--- src/rtl/synth_pkg.sv ---
// rtl/synth_pkg.sv - shared constants and state type for the voice mixer
package synth_pkg;

  localparam int NUM_VOICES = 13;
  localparam int SAMPLE_W   = 8;
  localparam int OUT_W      = 12;
  localparam int IDX_W      = 4;

  // Full-scale value of the mixed sample; the accumulator clamps here.
  localparam logic [OUT_W-1:0] MIX_MAX = {OUT_W{1'b1}};

  typedef enum logic [1:0] {
    IDLE,
    SCAN,
    OUT
  } mix_state_t;

endpackage

--- src/rtl/sat_add.sv ---
// rtl/sat_add.sv - unsigned saturating adder, wide accumulator plus narrow sample
module sat_add
  import synth_pkg::*;
#(
  parameter int ACC_W = OUT_W,
  parameter int ADD_W = SAMPLE_W
) (
  input  logic [ACC_W-1:0] i_acc,
  input  logic [ADD_W-1:0] i_add,
  output logic [ACC_W-1:0] o_sum
);

  // One extra bit catches the carry; any carry means the result is clamped to full scale.
  logic [ACC_W:0] w_sum;

  assign w_sum = {1'b0, i_acc} + (ACC_W+1)'(i_add);
  assign o_sum = w_sum[ACC_W] ? {ACC_W{1'b1}} : w_sum[ACC_W-1:0];

endmodule

--- src/rtl/voice_mix_sequencer.sv ---
// rtl/voice_mix_sequencer.sv - serial voice poller with saturating mix and output handshake
module voice_mix_sequencer
  import synth_pkg::*;
#(
  parameter int VOICES = NUM_VOICES,
  parameter int S_W    = SAMPLE_W,
  parameter int O_W    = OUT_W,
  parameter int I_W    = IDX_W
) (
  input  logic              clk,
  input  logic              rst,
  input  logic              sample_tick,
  input  logic [VOICES-1:0] voice_en,
  output logic [I_W-1:0]    voice_sel,
  output logic              voice_req,
  input  logic              voice_ack,
  input  logic [S_W-1:0]    voice_sample,
  output logic [O_W-1:0]    mixed_sample,
  output logic              mixed_valid,
  input  logic              mixed_ready,
  output logic              busy,
  output logic              overrun
);

  mix_state_t        r_state;
  mix_state_t        w_state_nxt;
  logic [I_W-1:0]    r_idx;
  logic [O_W-1:0]    r_acc;
  logic [VOICES-1:0] r_en_q;
  logic [O_W-1:0]    r_mixed_sample;
  logic              r_mixed_valid;
  logic              r_overrun;

  logic              w_req;
  logic              w_take;
  logic              w_advance;
  logic              w_last;
  logic [O_W-1:0]    w_sum;

  sat_add #(
    .ACC_W(O_W),
    .ADD_W(S_W)
  ) u_sat_add (
    .i_acc(r_acc),
    .i_add(voice_sample),
    .o_sum(w_sum)
  );

  assign w_last = (r_idx == I_W'(VOICES - 1));
  assign w_take = w_req & voice_ack;

  // State register.
  always_ff @(posedge clk or posedge rst) begin
    if (rst) begin
      r_state <= IDLE;
    end else begin
      r_state <= w_state_nxt;
    end
  end

  // Next state, request and advance decode; a disabled voice is skipped in one cycle.
  always_comb begin
    w_state_nxt = r_state;
    w_req       = 1'b0;
    w_advance   = 1'b0;
    case (r_state)
      IDLE: begin
        if (sample_tick) begin
          w_state_nxt = SCAN;
        end
      end
      SCAN: begin
        w_req     = r_en_q[r_idx];
        w_advance = !r_en_q[r_idx] || voice_ack;
        if (w_advance && w_last) begin
          w_state_nxt = OUT;
        end
      end
      OUT: begin
        if (mixed_ready) begin
          w_state_nxt = IDLE;
        end
      end
      default: begin
        w_state_nxt = IDLE;
      end
    endcase
  end

  // Datapath: snapshot the enable mask at the tick, accumulate on acks, latch the finished mix.
  always_ff @(posedge clk or posedge rst) begin
    if (rst) begin
      r_idx          <= '0;
      r_acc          <= '0;
      r_en_q         <= '0;
      r_mixed_sample <= '0;
      r_mixed_valid  <= 1'b0;
      r_overrun      <= 1'b0;
    end else begin
      r_overrun <= sample_tick && (r_state != IDLE);
      case (r_state)
        IDLE: begin
          if (sample_tick) begin
            r_acc  <= '0;
            r_idx  <= '0;
            r_en_q <= voice_en;
          end
        end
        SCAN: begin
          if (w_take) begin
            r_acc <= w_sum;
          end
          if (w_advance) begin
            if (w_last) begin
              r_mixed_sample <= w_take ? w_sum : r_acc;
              r_mixed_valid  <= 1'b1;
            end else begin
              r_idx <= r_idx + 1'b1;
            end
          end
        end
        OUT: begin
          if (mixed_ready) begin
            r_mixed_valid <= 1'b0;
          end
        end
        default: begin
          r_mixed_valid <= 1'b0;
        end
      endcase
    end
  end

  assign voice_sel    = r_idx;
  assign voice_req    = w_req;
  assign mixed_sample = r_mixed_sample;
  assign mixed_valid  = r_mixed_valid;
  assign busy         = (r_state != IDLE);
  assign overrun      = r_overrun;

endmodule

--- config.mk ---
export PLATFORM = sky130hd
export DESIGN_NAME = voice_mix_sequencer
export DESIGN_NICKNAME = d
export VERILOG_FILES = /design/src/rtl/synth_pkg.sv /design/src/rtl/sat_add.sv /design/src/rtl/voice_mix_sequencer.sv
export SDC_FILE = /design/constraint.sdc
export NUM_CORES = 1
export LEC_CHECK = 0
export ABC_AREA = 1
export BUFFER_PORTS_ARGS = -buffer_cell sky130_fd_sc_hd__buf_4
export CORE_MARGIN = 1
export CORE_UTILIZATION = 31
export DETAILED_ROUTE_END_ITERATION = 16
export PLACE_DENSITY = 0.58
export RECOVER_POWER = 25
export SYNTH_ARGS = -nofsm -noshare
export SYNTH_HDL_FRONTEND = slang
export SYNTH_HIERARCHICAL = 1
export SYNTH_SLANG_ARGS = --single-unit
--- constraint.sdc ---
create_clock -name clk -period 3.3 [get_ports clk]
set_clock_uncertainty 0.15 [all_clocks]
set_input_delay 0 -clock clk [delete_from_list [all_inputs] [get_ports clk]]
set_output_delay 0 -clock clk [all_outputs]
set_load 0.005 [all_outputs]
# [Word level (Yosys, flattened, before mapping)]
# Index checks and enable logic that the tools add are counted.
[op_classes] n_addsub=2 order_cmp=1 n_eq_ne=9 n_mux=20 n_bitwise=2 n_reduce_logical=13
[op_table] operator="two-way mux 12 bit" count=3
[op_table] operator="one-hot mux 12 bit (2 select lines)" count=1
[op_table] operator="adder 12 x 8 -> 13 bit" count=1
[op_table] operator="two-way mux 4 bit" count=3
[op_table] operator="!= test 2 bit, second input constant" count=6
[op_table] operator="one-hot mux 4 bit (2 select lines)" count=1
[op_table] operator="AND reduction 4 bit" count=2
[op_table] operator="two-way mux 1 bit" count=6
[op_table] operator="two-way mux 2 bit" count=3
[op_table] operator="one-hot mux 2 bit (3 select lines)" count=1
[op_table] operator="AND reduction 3 bit" count=2
[op_table] operator="less-than comparator 4 x 5 -> 1 bit, second input constant" count=1
[op_table] operator="adder 4 x 1 -> 4 bit, second input constant" count=1
[op_table] operator="binary-select mux 1 bit (select 4 bit)" count=1
[op_table] operator="equality test 4 bit, second input constant" count=1
[op_table] operator="AND reduction 2 bit" count=2
[op_table] operator="nonzero test 2 bit" count=2
[op_table] operator="one-hot mux 1 bit (3 select lines)" count=1
[op_table] operator="equality test 2 x 1 -> 1 bit, second input constant" count=1
[op_table] operator="equality test 2 bit, second input constant" count=1
[op_table] operator="logical AND 1 bit" count=2
[op_table] operator="logical NOT 2 bit" count=1
[op_table] operator="AND 1 bit" count=1
[op_table] operator="logical NOT 1 bit" count=1
[op_table] operator="other kinds (2)" count=2
[totals] register_bits=45 inputBits=26 out_inout_bits=20 word_cells=54

# [Depth between registers and ports, before layout]
# Gate-level depths: netlist (run 1).
[logic_depth] word_depth=7 ltp_mapped=15 mapped_depth_nobuf=15

# [By module]
# The synthesis (run 1) kept the hierarchy.
[by_module_without_submodules] module="voice_mix_sequencer" n_inst=1 cells_each=297 area_each_um2=2274.7 seq_area_each_um2=1126.1
[by_module_without_submodules] module="sat_add" n_inst=1 cells_each=111 area_each_um2=651.9 seq_area_each_um2=0.0

# [Worst setup path after synthesis (run 1)]
# No wires, ideal clock.
[synth_timing] path_kind="flip-flop to flip-flop" from="register r_acc[0]" to="register r_mixed_sample[6] (netlist: mixed_sample[6])" setup_time_ns=0.118 t_arrival_ns=1.957 t_required_ns=3.032 path_slack_ns=1.075 path_stages_with_launch=16 path_buffers=1 period_less_slack_ns=2.225 path_cell_list="dfrtp_1 > ha_1 > fa_1 > nand2_1 > clkinv_1 > nand2_2 > nand2_2 > nand2_2 > nand2_4 > nand3b_4 > buf_6 > nand3_2 > inv_1 > nand4_1 > nand3_1 > nand2_1"
[synth_via] elab_chain_cells=3
[synth_lines] item="start: declaration" line="voice_mix_sequencer.sv:28" rtl="logic [O_W-1:0] r_acc;"
[synth_lines] item="start signal: assignment" line="voice_mix_sequencer.sv:111" rtl="r_acc <= w_sum;"
[synth_lines] item="adder 12 x 8 -> 13 bit" line="sat_add.sv:16" rtl="assign w_sum = {1'b0, i_acc} + (ACC_W+1)'(i_add);"
[synth_lines] item="two-way mux 12 bit" line="sat_add.sv:17" rtl="assign o_sum = w_sum[ACC_W] ? {ACC_W{1'b1}} : w_sum[ACC_W-1:0];"
[synth_lines] item="net w_sum[6]" line="voice_mix_sequencer.sv:38" rtl="logic [O_W-1:0] w_sum;"
[synth_lines] item="two-way mux 12 bit" line="voice_mix_sequencer.sv:115" rtl="r_mixed_sample <= w_take ? w_sum : r_acc;"
[synth_lines] item="end signal: assignment" line="voice_mix_sequencer.sv:115"
[synth_lines] item="end: declaration" line="voice_mix_sequencer.sv:30" rtl="logic [O_W-1:0] r_mixed_sample;"
# The timed path passes the listed nets, and every way through them passes these cells.
# A chain may end at the register's enable or synchronous reset.

# [Final worst setup path (run 1)]
[layout_timing] from="register r_acc[0]" to="register r_mixed_sample[2] (netlist: mixed_sample[2])"
# Same word-level chain as after synthesis.

==> impl_summary.md, run 1 <==
Power and ir drop
VDD sags by at most 0.225 mV. The clock share of power is roughly 11%. Dividing total power by cell area gives a power density of about 800 nW/um^2. Summed over all cells, the static leakage comes to ~1.9 nW. Net switching is a little under half of the power. The net switching power figure is approximately 1.4 mW. Combinational logic burns 55.5% of the power. Internal power comes to approximately 1.5 mW. The final total power is around 2.9 mW. The sequential fraction of design power is 33.5%.

Worst setup path
Data on the critical path is required at its endpoint by around 3300 ps. The combined buffer and inverter count along the critical path is 2. The sort of element at the start of the critical path is a flip-flop. In this run the worst path has a maximum fanout of 11. The largest single stage delay on the critical path is around 400 ps. Broken down by cell family, the worst path's largest delay share belongs to simple AND/OR/NAND/NOR gates. The type of the worst setup path is flip-flop to flip-flop. The signal on the critical path passes through ha_1 -> fa_1 -> nand2_1 -> clkinv_1 -> nand2_2 -> nand2_2 -> nand2_2 -> nand2_4 -> nand3b_4 -> o21ai_0 -> inv_1 -> nand4_1 -> nand3_1 -> nand2_1.

The type of destination of the critical path is a flip-flop. Data on the critical path arrives at its endpoint at ~2400 ps. By instance count, the cell type seen most on the critical path is nand2_2. The largest individual stage delay along the critical path comes from the cell dfrtp_1.

Final layout
The library cells used most frequently in the layout, excluding fill and tap cells, are nand2_1 (136), inv_1 (64), nand3_1 (45), dfrtp_1 (45), buf_4 (32). Leaving out fill and tap cells, the most frequent cell in the layout is nand2_1. Measured on the finished design, the core utilization comes to 38.8%. 0 antenna diodes ended up in the layout. The relative area change from synthesis to final layout is 21.8%. The number of fill cells is just under 1000. The share of cells above drive strength 1 is approximately 18%. After the last flow step, the layout net total stands at 502.

Flow run
The number of max-cap violations is 0.

Route
The number of DRC markers in iteration 0 is around 100. The total routed wirelength is 6660 um. In the final routed layout, each cell accounts on average for roughly 12 um. Across all layers, the routed design uses approximately 2700 vias. Once detail routing completed, the nets flagged for antenna violations numbered 0. The number of vias per cell is between 4 and 5. After detailed routing, the number of remaining DRC violations is 0. The pre-antenna-repair detailed-routing pass consisted of 5 iterations.

Timing
The total count of hold-check failures in the final report is 0. The total setup violations reported at the end of the flow is 0. The ratio of final minimum period to clock period is 71.7%. Setup repair after global routing left no endpoint under its margin.

The time the final worst path needs with I/O delays and setup is 2370 ps. The final max-slew violation count is 0. The worst pin sits at a relative slew slack of between 20% and 30%. At the pin with the least slew margin, the transition time is roughly 1100 ps. The aggregate negative setup slack is 0 ps. The fmax is approximately 0.42 GHz.

Placed design
The routability congestion estimate from global placement is roughly 0.79. The count of buffers added on input and output ports is between 40 and 50. The detailed placement HPWL is 4910 um.

Synth
The synthesis warning total is 6. The post-synthesis area per instance is 7.17 um^2. The cell area that synthesis handed to floorplanning was around 3000 um^2.

The number of synthesized register bits is 45. The synthesized instance count is 408. The number of distinct library cells after synthesis is 31. Counting every net in the synthesized netlist gives around 450. The sequential element share of the synthesized area is roughly 38%.

Clocking
The number of sinks on the clock net is between 40 and 50. The clock latency on the worst-skew pair is slightly below 300 ps. The maximum clock insertion buffer count is 2. The H-tree generated during clock tree synthesis spans 2 levels. The number of setup buffers added after CTS is 0.

The CTS clock-pin slew for the worst setup and hold paths is around 80 ps. The tree is rooted in a clkbuf_8. The TritonCTS clock tree is done. The number of clock buffers inserted by TritonCTS is 5.

Worst hold path
The worst hold path belongs to the class primary input to flip-flop.

Global routing
For this run, the total global-route usage over all layers was measured as between 10 and 15%. The leftover overflow at the end of global routing is 0. In this run the most used layer during global routing was met2. The first global-routing pass estimated 11600 um of wire. The met1 track demand over resource is 20.2%. In the global route stage, met3 resource usage came out at under 10%. In the global route stage, met2 resource usage came out at around a quarter. The number of global-route vias before repair is roughly 2500. The number of antenna violations at the first check in global routing was 0. Entering global routing, the biggest net connects 46 pins.

Die
The full die area is around 9800 um^2. The region available for standard cell placement spans 9200 um^2. The number of cell rows is 35.

The effective utilization at floorplan is between 30% and 40%. The height of the chip is about 99 um. The I/O pin total is 46. The width of the chip is slightly below 100 um.

Status
The flow ran to the end, and the final reports show no timing, DRC or antenna violations.
[final timing paths]
path,end,slack [ps],from,depth (start not counted)
max,mixed_sample[2]$_DFFE_PP0P_,930,r_acc[0]$_DFFE_PP0P_,14
min in group asynchronous,mixed_sample[3]$_DFFE_PP0P_,470,rst,4
min reg2reg,mixed_valid$_DFFE_PP0P_,330,mixed_valid$_DFFE_PP0P_,2
max in group asynchronous,r_state[1]$_DFFE_PP0P_,1850,rst,4
min,r_acc[10]$_DFFE_PP0P_,20,voice_ack,4
max reg2reg,mixed_sample[2]$_DFFE_PP0P_,930,r_acc[0]$_DFFE_PP0P_,14
[stage by stage]
stage | setup slack (ps) | instances | hold WS (ps) | area (um^2)
after floorplan | 1070 | 408 | -33.4 | 2930
after global placement | 983 | 553 | 36.3 | 3340
after detailed placement | 941 | 553 | 41.8 | 3340
after CTS | 920 | 575 | 8.05 | 3570
after global routing | 743 | 575 | 39.6 | 3560
final | 934 | 575 | 18.7 | 3560
[worst reg2reg max path, stage by stage, from the launching register on]
cell	delay [ps]
dfrtp_1	400
ha_1	230
fa_1	380
nand2_1	80
clkinv_1	90
nand2_2	90
nand2_2	70
nand2_2	80
nand2_4	70
nand3b_4	180
o21ai_0	110
inv_1	60
nand4_1	110
nand3_1	110
nand2_1	60
[registers in the layout (all words and copies together) (netlist names)]
name          count
r_acc            12
r_state           2
mixed_valid       1
r_en_q           13
overrun           1
mixed_sample     12
voice_sel         4
[synthesized netlist by cell type]
cell type | number | area (um^2)
dfrtp_1 | 45 | 1130
a21o_1 | 1 | 7.51
clkbuf_1 | 7 | 26.3
xor2_1 | 3 | 26.3
nand2_4 | 2 | 22.5
inv_2 | 2 | 7.51
a21boi_0 | 2 | 15.0
o21ai_0 | 19 | 95.1
o31ai_1 | 1 | 7.51
buf_6 | 4 | 45.0
nand4_1 | 17 | 106
nand3_2 | 6 | 60.1
a21oi_4 | 1 | 16.3
inv_1 | 65 | 244
nand2_2 | 11 | 68.8
nor2_1 | 14 | 52.6
nand2_1 | 136 | 510
nand3b_4 | 1 | 20.0
or2_2 | 1 | 6.26
clkinv_1 | 1 | 3.75
ha_1 | 10 | 125
a21oi_1 | 2 | 10.0
a21oi_2 | 2 | 17.5
buf_2 | 1 | 5.00
nand3b_1 | 2 | 15.0
buf_4 | 2 | 15.0
inv_4 | 1 | 6.26
fa_1 | 1 | 20.0
nor2_2 | 2 | 12.5
o211ai_1 | 1 | 7.51
nand3_1 | 45 | 225
[logic make-up (layout without fill, tap and decap cells)]
| logic type | count (synthesis) | after routing | synth area share [%] |
|---|---|---|---|
| XOR/XNOR | 3 | 3 | 0.898 |
| adder cells (fa/ha/maj) | 11 | 11 | 4.96 |
| buffers and inverters | 83 | 139 | 12.1 |
| AND/OR/NAND/NOR | 237 | 237 | 37.6 |
| AO/OA/AOI/OAI | 29 | 29 | 6.03 |
| flip-flops | 45 | 45 | 38.5 |
[cell type report]
cell class | count | area (um^2) | share of cell area [%]
well taps | 111 | 139 | 3.90
multi-input cells | 280 | 1450 | 40.7
clock inverters | 1 | 5.00 | 0.140
flip-flops and latches | 45 | 1130 | 31.6
inverters | 69 | 262 | 7.34
clock buffers | 5 | 68.8 | 1.93
repair buffers | 64 | 514 | 14.4
[per-layer routing]
metal  vias up  wire length [um]  share of wire, %
met2        28              3130                47
li1       1387                 -                 -
met5         -                 0                 0
met3         7               138               2.1
met1      1242              3340                50
met4         0                60              0.90
[timing repair]
action / 4_1_cts / 5_1_grt
resized for setup: 0 / 0
endpoints found under the hold margin: 62 / 0
hold buffers: 16 / 0
[power by group through the flow]
stage	Sequential (mW)	Combinational, mW	Clock, mW
floorplan	0.896	1.26	0
global placement	0.965	1.56	0
detailed placement	0.972	1.58	0
CTS	0.961	1.61	0.330
global route	0.988	1.84	0.355
finish	0.958	1.59	0.317
(Power assumes the default switching activity.)
==> inputs of run 2 (changes only) <==
==> constraint.sdc (replaced) <==
create_clock -name clk -period 2.2 [get_ports clk]
set_clock_uncertainty 0.15 [all_clocks]
set_input_delay 0 -clock clk [delete_from_list [all_inputs] [get_ports clk]]
set_output_delay 0 -clock clk [all_outputs]
set_load 0.005 [all_outputs]
==> run 2 against run 1 <==
  * The run now ends with design-rule violations left
  * Non-clock buffer count increased by 12
  * Sequential power increased by 49%
  * Sequential share of layout area decreased by 1.4 points
  * Via count increased by 2.8%
  * Flip-flop and latch count unchanged
  * Critical path depth unchanged
  * Die area unchanged
  * Clock power increased by 58%
  * Final area increased by 4.5%
  * Global-route usage increased by 0.38 points
  * Utilization increased by 1.7 points
  * Final cell count increased by 2.6%
  * Largest cell class unchanged
  * Largest power group unchanged
==> impl_summary.md, run 2 (synthesis results as in run 1) <==
Power and ir drop
The internal power of the cells is 2.43 mW. The largest vdd supply drop is around 0.45 mV. The clock network burns 11.0% of the power. The leakage power is just over 2 nW.

Of the total power, combinational logic draws between 50% and 60%. The net switching power figure is 2.14 mW. The power density over the cells is around 1200 nW/um^2. The fraction of power spent switching nets is around 47%. The sequential fraction of design power is a little under a third.

Final layout
Cells with a size suffix above 1 make up roughly 23% of the layout. The register name with the most flops is r_en_q. The top cell types in the final layout, fill and taps aside, are nand2_1 (135), inv_1 (56), dfrtp_1 (45), nand3_1 (44), buf_4 (43). The number of diodes is 0.

The final layout contains between 500 and 600 nets. The most common cell after layout, fill and taps aside is nand2_1. From synthesis to final layout, the design area changed by 27.3%. The flip-flop count of the largest register, all copies and words added is 13.

Route
After detailed routing, the average wire length per cell comes to 11.9 um. The final route contains 2739 vias. The number of vias per cell is around 4.6. The count of nets left with antenna violations once routing finished came out at 0.

The number of DRC markers in iteration 0 is 110. Summed over all layers, the routed wires come to ~7000 um. The DRC violation count after routing is 2.

The number of iterations in the first detailed-routing pass is 10.

Global routing
The total overflow left after global routing is 0. The first global-routing pass estimated about 12000 um of wire. The number of antenna violations at the first check in global routing is 0. The total routing resource utilization after global routing is 15.0%.

Entering global routing, the biggest net connects between 40 and 50 pins. The number of global-route vias before repair came to roughly 2600.

Worst setup path
The worst setup path is of the flip-flop to flip-flop kind. The type of destination of the critical path is a flip-flop. Data on the critical path is required at its endpoint by about 2200 ps. The worst register-to-register path begins at r_acc[0]$_DFFE_PP0P_. The last element of the critical path is r_acc[10]$_DFFE_PP0P_. The largest driver fanout on the critical path is 6. The sort of element at the start of the critical path is a flip-flop. The worst register-to-register path ends at r_acc[10]$_DFFE_PP0P_. For flop-to-flop paths, the worst setup slack is around 30 ps. STA puts the critical path data arrival time at around 2200 ps. The timing startpoint of the critical path is r_acc[0]$_DFFE_PP0P_. The length in cells of the worst reg-to-reg path is 14.

Worst hold path
The path class of the tightest hold or removal check is primary input to flip-flop.

Clocking
Clock-pin slew was measured on the worst setup and hold paths at roughly 80 ps. For this design, the sink count on the clock tree is 45. The longest clock path from root to sink contains 2 buffers. In this run the number of H-tree levels came out at 2. The clock tree root buffer cell is clkbuf_8.

The clock reaches the later pin of the worst-skew pair after ~300 ps. TritonCTS built the clock tree. The number of clock buffers inserted by TritonCTS is 5.

Timing
The worst pin sits at a relative slew slack of about 25%. Derived from the worst setup path, the maximum achievable clock frequency is 0.461 GHz. Setup repair after global routing could not meet its margin everywhere.

The total count of hold-check failures in the final report is 0. The final max-slew violation count is 0. The aggregate negative setup slack is 0 ps. The total setup violations reported at the end of the flow is 0.

After layout, the worst path uses approximately 99% of the clock period. Hold timing on the final database bottoms out at a slack of about 150 ps. For the pin with the worst max-slew slack, the measured transition is ~1100 ps. The time the final worst path needs with I/O delays and setup is ~2200 ps.

Die
The die is approximately 99 um wide. The effective utilization at floorplan is a little under a third. After floorplanning, the core was divided into 35 placement rows.

The height of the chip is between 90 and 100 um. During I/O placement, the number of pins put on the boundary was 46. The die covers about 10000 um^2. The area of the core is approximately 9000 um^2.

Status
The final reports fail on design-rule violations. The flow ran to the end, but the final reports show violations.

Flow run
The number of max-cap violations is 0.

Placed design
The routability congestion estimate from global placement is between 0.7 and 0.8. The number of port buffers is 45. After legalization and detailed placement, the total HPWL measured between 5000 and 6000 um.
-- run 2: changes by cell type in the layout (fill, tap and decap cells not counted), moves of 2 or more --
cell | previous run | this run
buf_4 | 32 | 43
inv_2 | 2 | 11
inv_1 | 64 | 56
ha_1 | 10 | 8
ha_4 | 0 | 2
o21ai_0 | 19 | 17
-- run 2: cell type report --
class / instances / area [um^2]
fill: 960 / 5470
multi-input combinational: 281 / 1510
sequential: 45 / 1130
timing repair buffer: 76 / 607
inverter: 69 / 262
tap: 111 / 139
clock buffer: 6 / 72.6
clock inverter: 2 / 10.0
-- run 2: power by group through the flow --
stage	sequential (mW)	clock, mW	combinational (mW)
after floorplan	1.34	0	1.89
after global placement	1.43	0	2.48
after detailed placement	1.43	0	2.51
after CTS	1.43	0.529	2.57
after global routing	1.47	0.558	3.02
final	1.43	0.502	2.64
-- run 2: worst min-delay path by stage --
| stage | endpoint | startpoint | slack [ps] | cells after the start |
|---|---|---|---|---|
| finish | r_acc[0]$_DFFE_PP0P_ | voice_sample[0] | 150 | 8 |
| global route | r_acc[0]$_DFFE_PP0P_ | voice_sample[0] | 170 | 8 |
| CTS | r_acc[0]$_DFFE_PP0P_ | voice_sample[0] | 180 | 8 |
| detailed placement | mixed_sample[4]$_DFFE_PP0P_ | rst | 40 | 3 |
| global placement | mixed_sample[4]$_DFFE_PP0P_ | rst | 40 | 3 |
| floorplan | r_en_q[12]$_DFFE_PP0P_ | voice_en[12] | -30 | 2 |
-- run 2: layer usage --
layer | vias to the layer above | part of all wire [%] | GRT usage [%]
met4 | 0 | 0.94 | 4.07
met5 | - | 0 | 0
met1 | 1272 | 49 | 20.0
met3 | 7 | 3.1 | 2.53
li1 | 1423 | - | -
met2 | 37 | 47 | 25.1
-- run 2: timing repair --
item	4_1_cts	5_1_grt
gates resized for setup	3	15
hold buffers	17	0
pin swaps	4	37
hold endpoints to repair	64	0
endpoints found under the setup margin	24	24
buffers inserted	1	2
gates cloned	1	0
-- run 2: critical path: stages, from the launching register on --
cell and delay [ps]:
dfrtp_1 410, ha_4 180, fa_2 360, nand2_2 70, inv_2 40, nand2_2 60, nand2_2 70, nand2_2 90
nand2_4 80, nand3b_4 150, nand3_2 80, inv_2 50, nand4_1 120, nand3_1 100, nand2_1 50
-- run 2: per-stage QoR --
step | cell area, um^2 | std cells | total power, mW | worst slack [ps] | util (%)
CTS | 3680 | 588 | 4.53 | 1.19 | 40.0
global route | 3720 | 590 | 5.05 | -122 | 40.5
global placement | 3400 | 561 | 3.91 | -58.7 | 37.0
floorplan | 2930 | 408 | 3.24 | 10.8 | -
detailed placement | 3400 | 561 | 3.95 | -110 | 37.0
finish | 3720 | 590 | 4.57 | 30.8 | 40.5
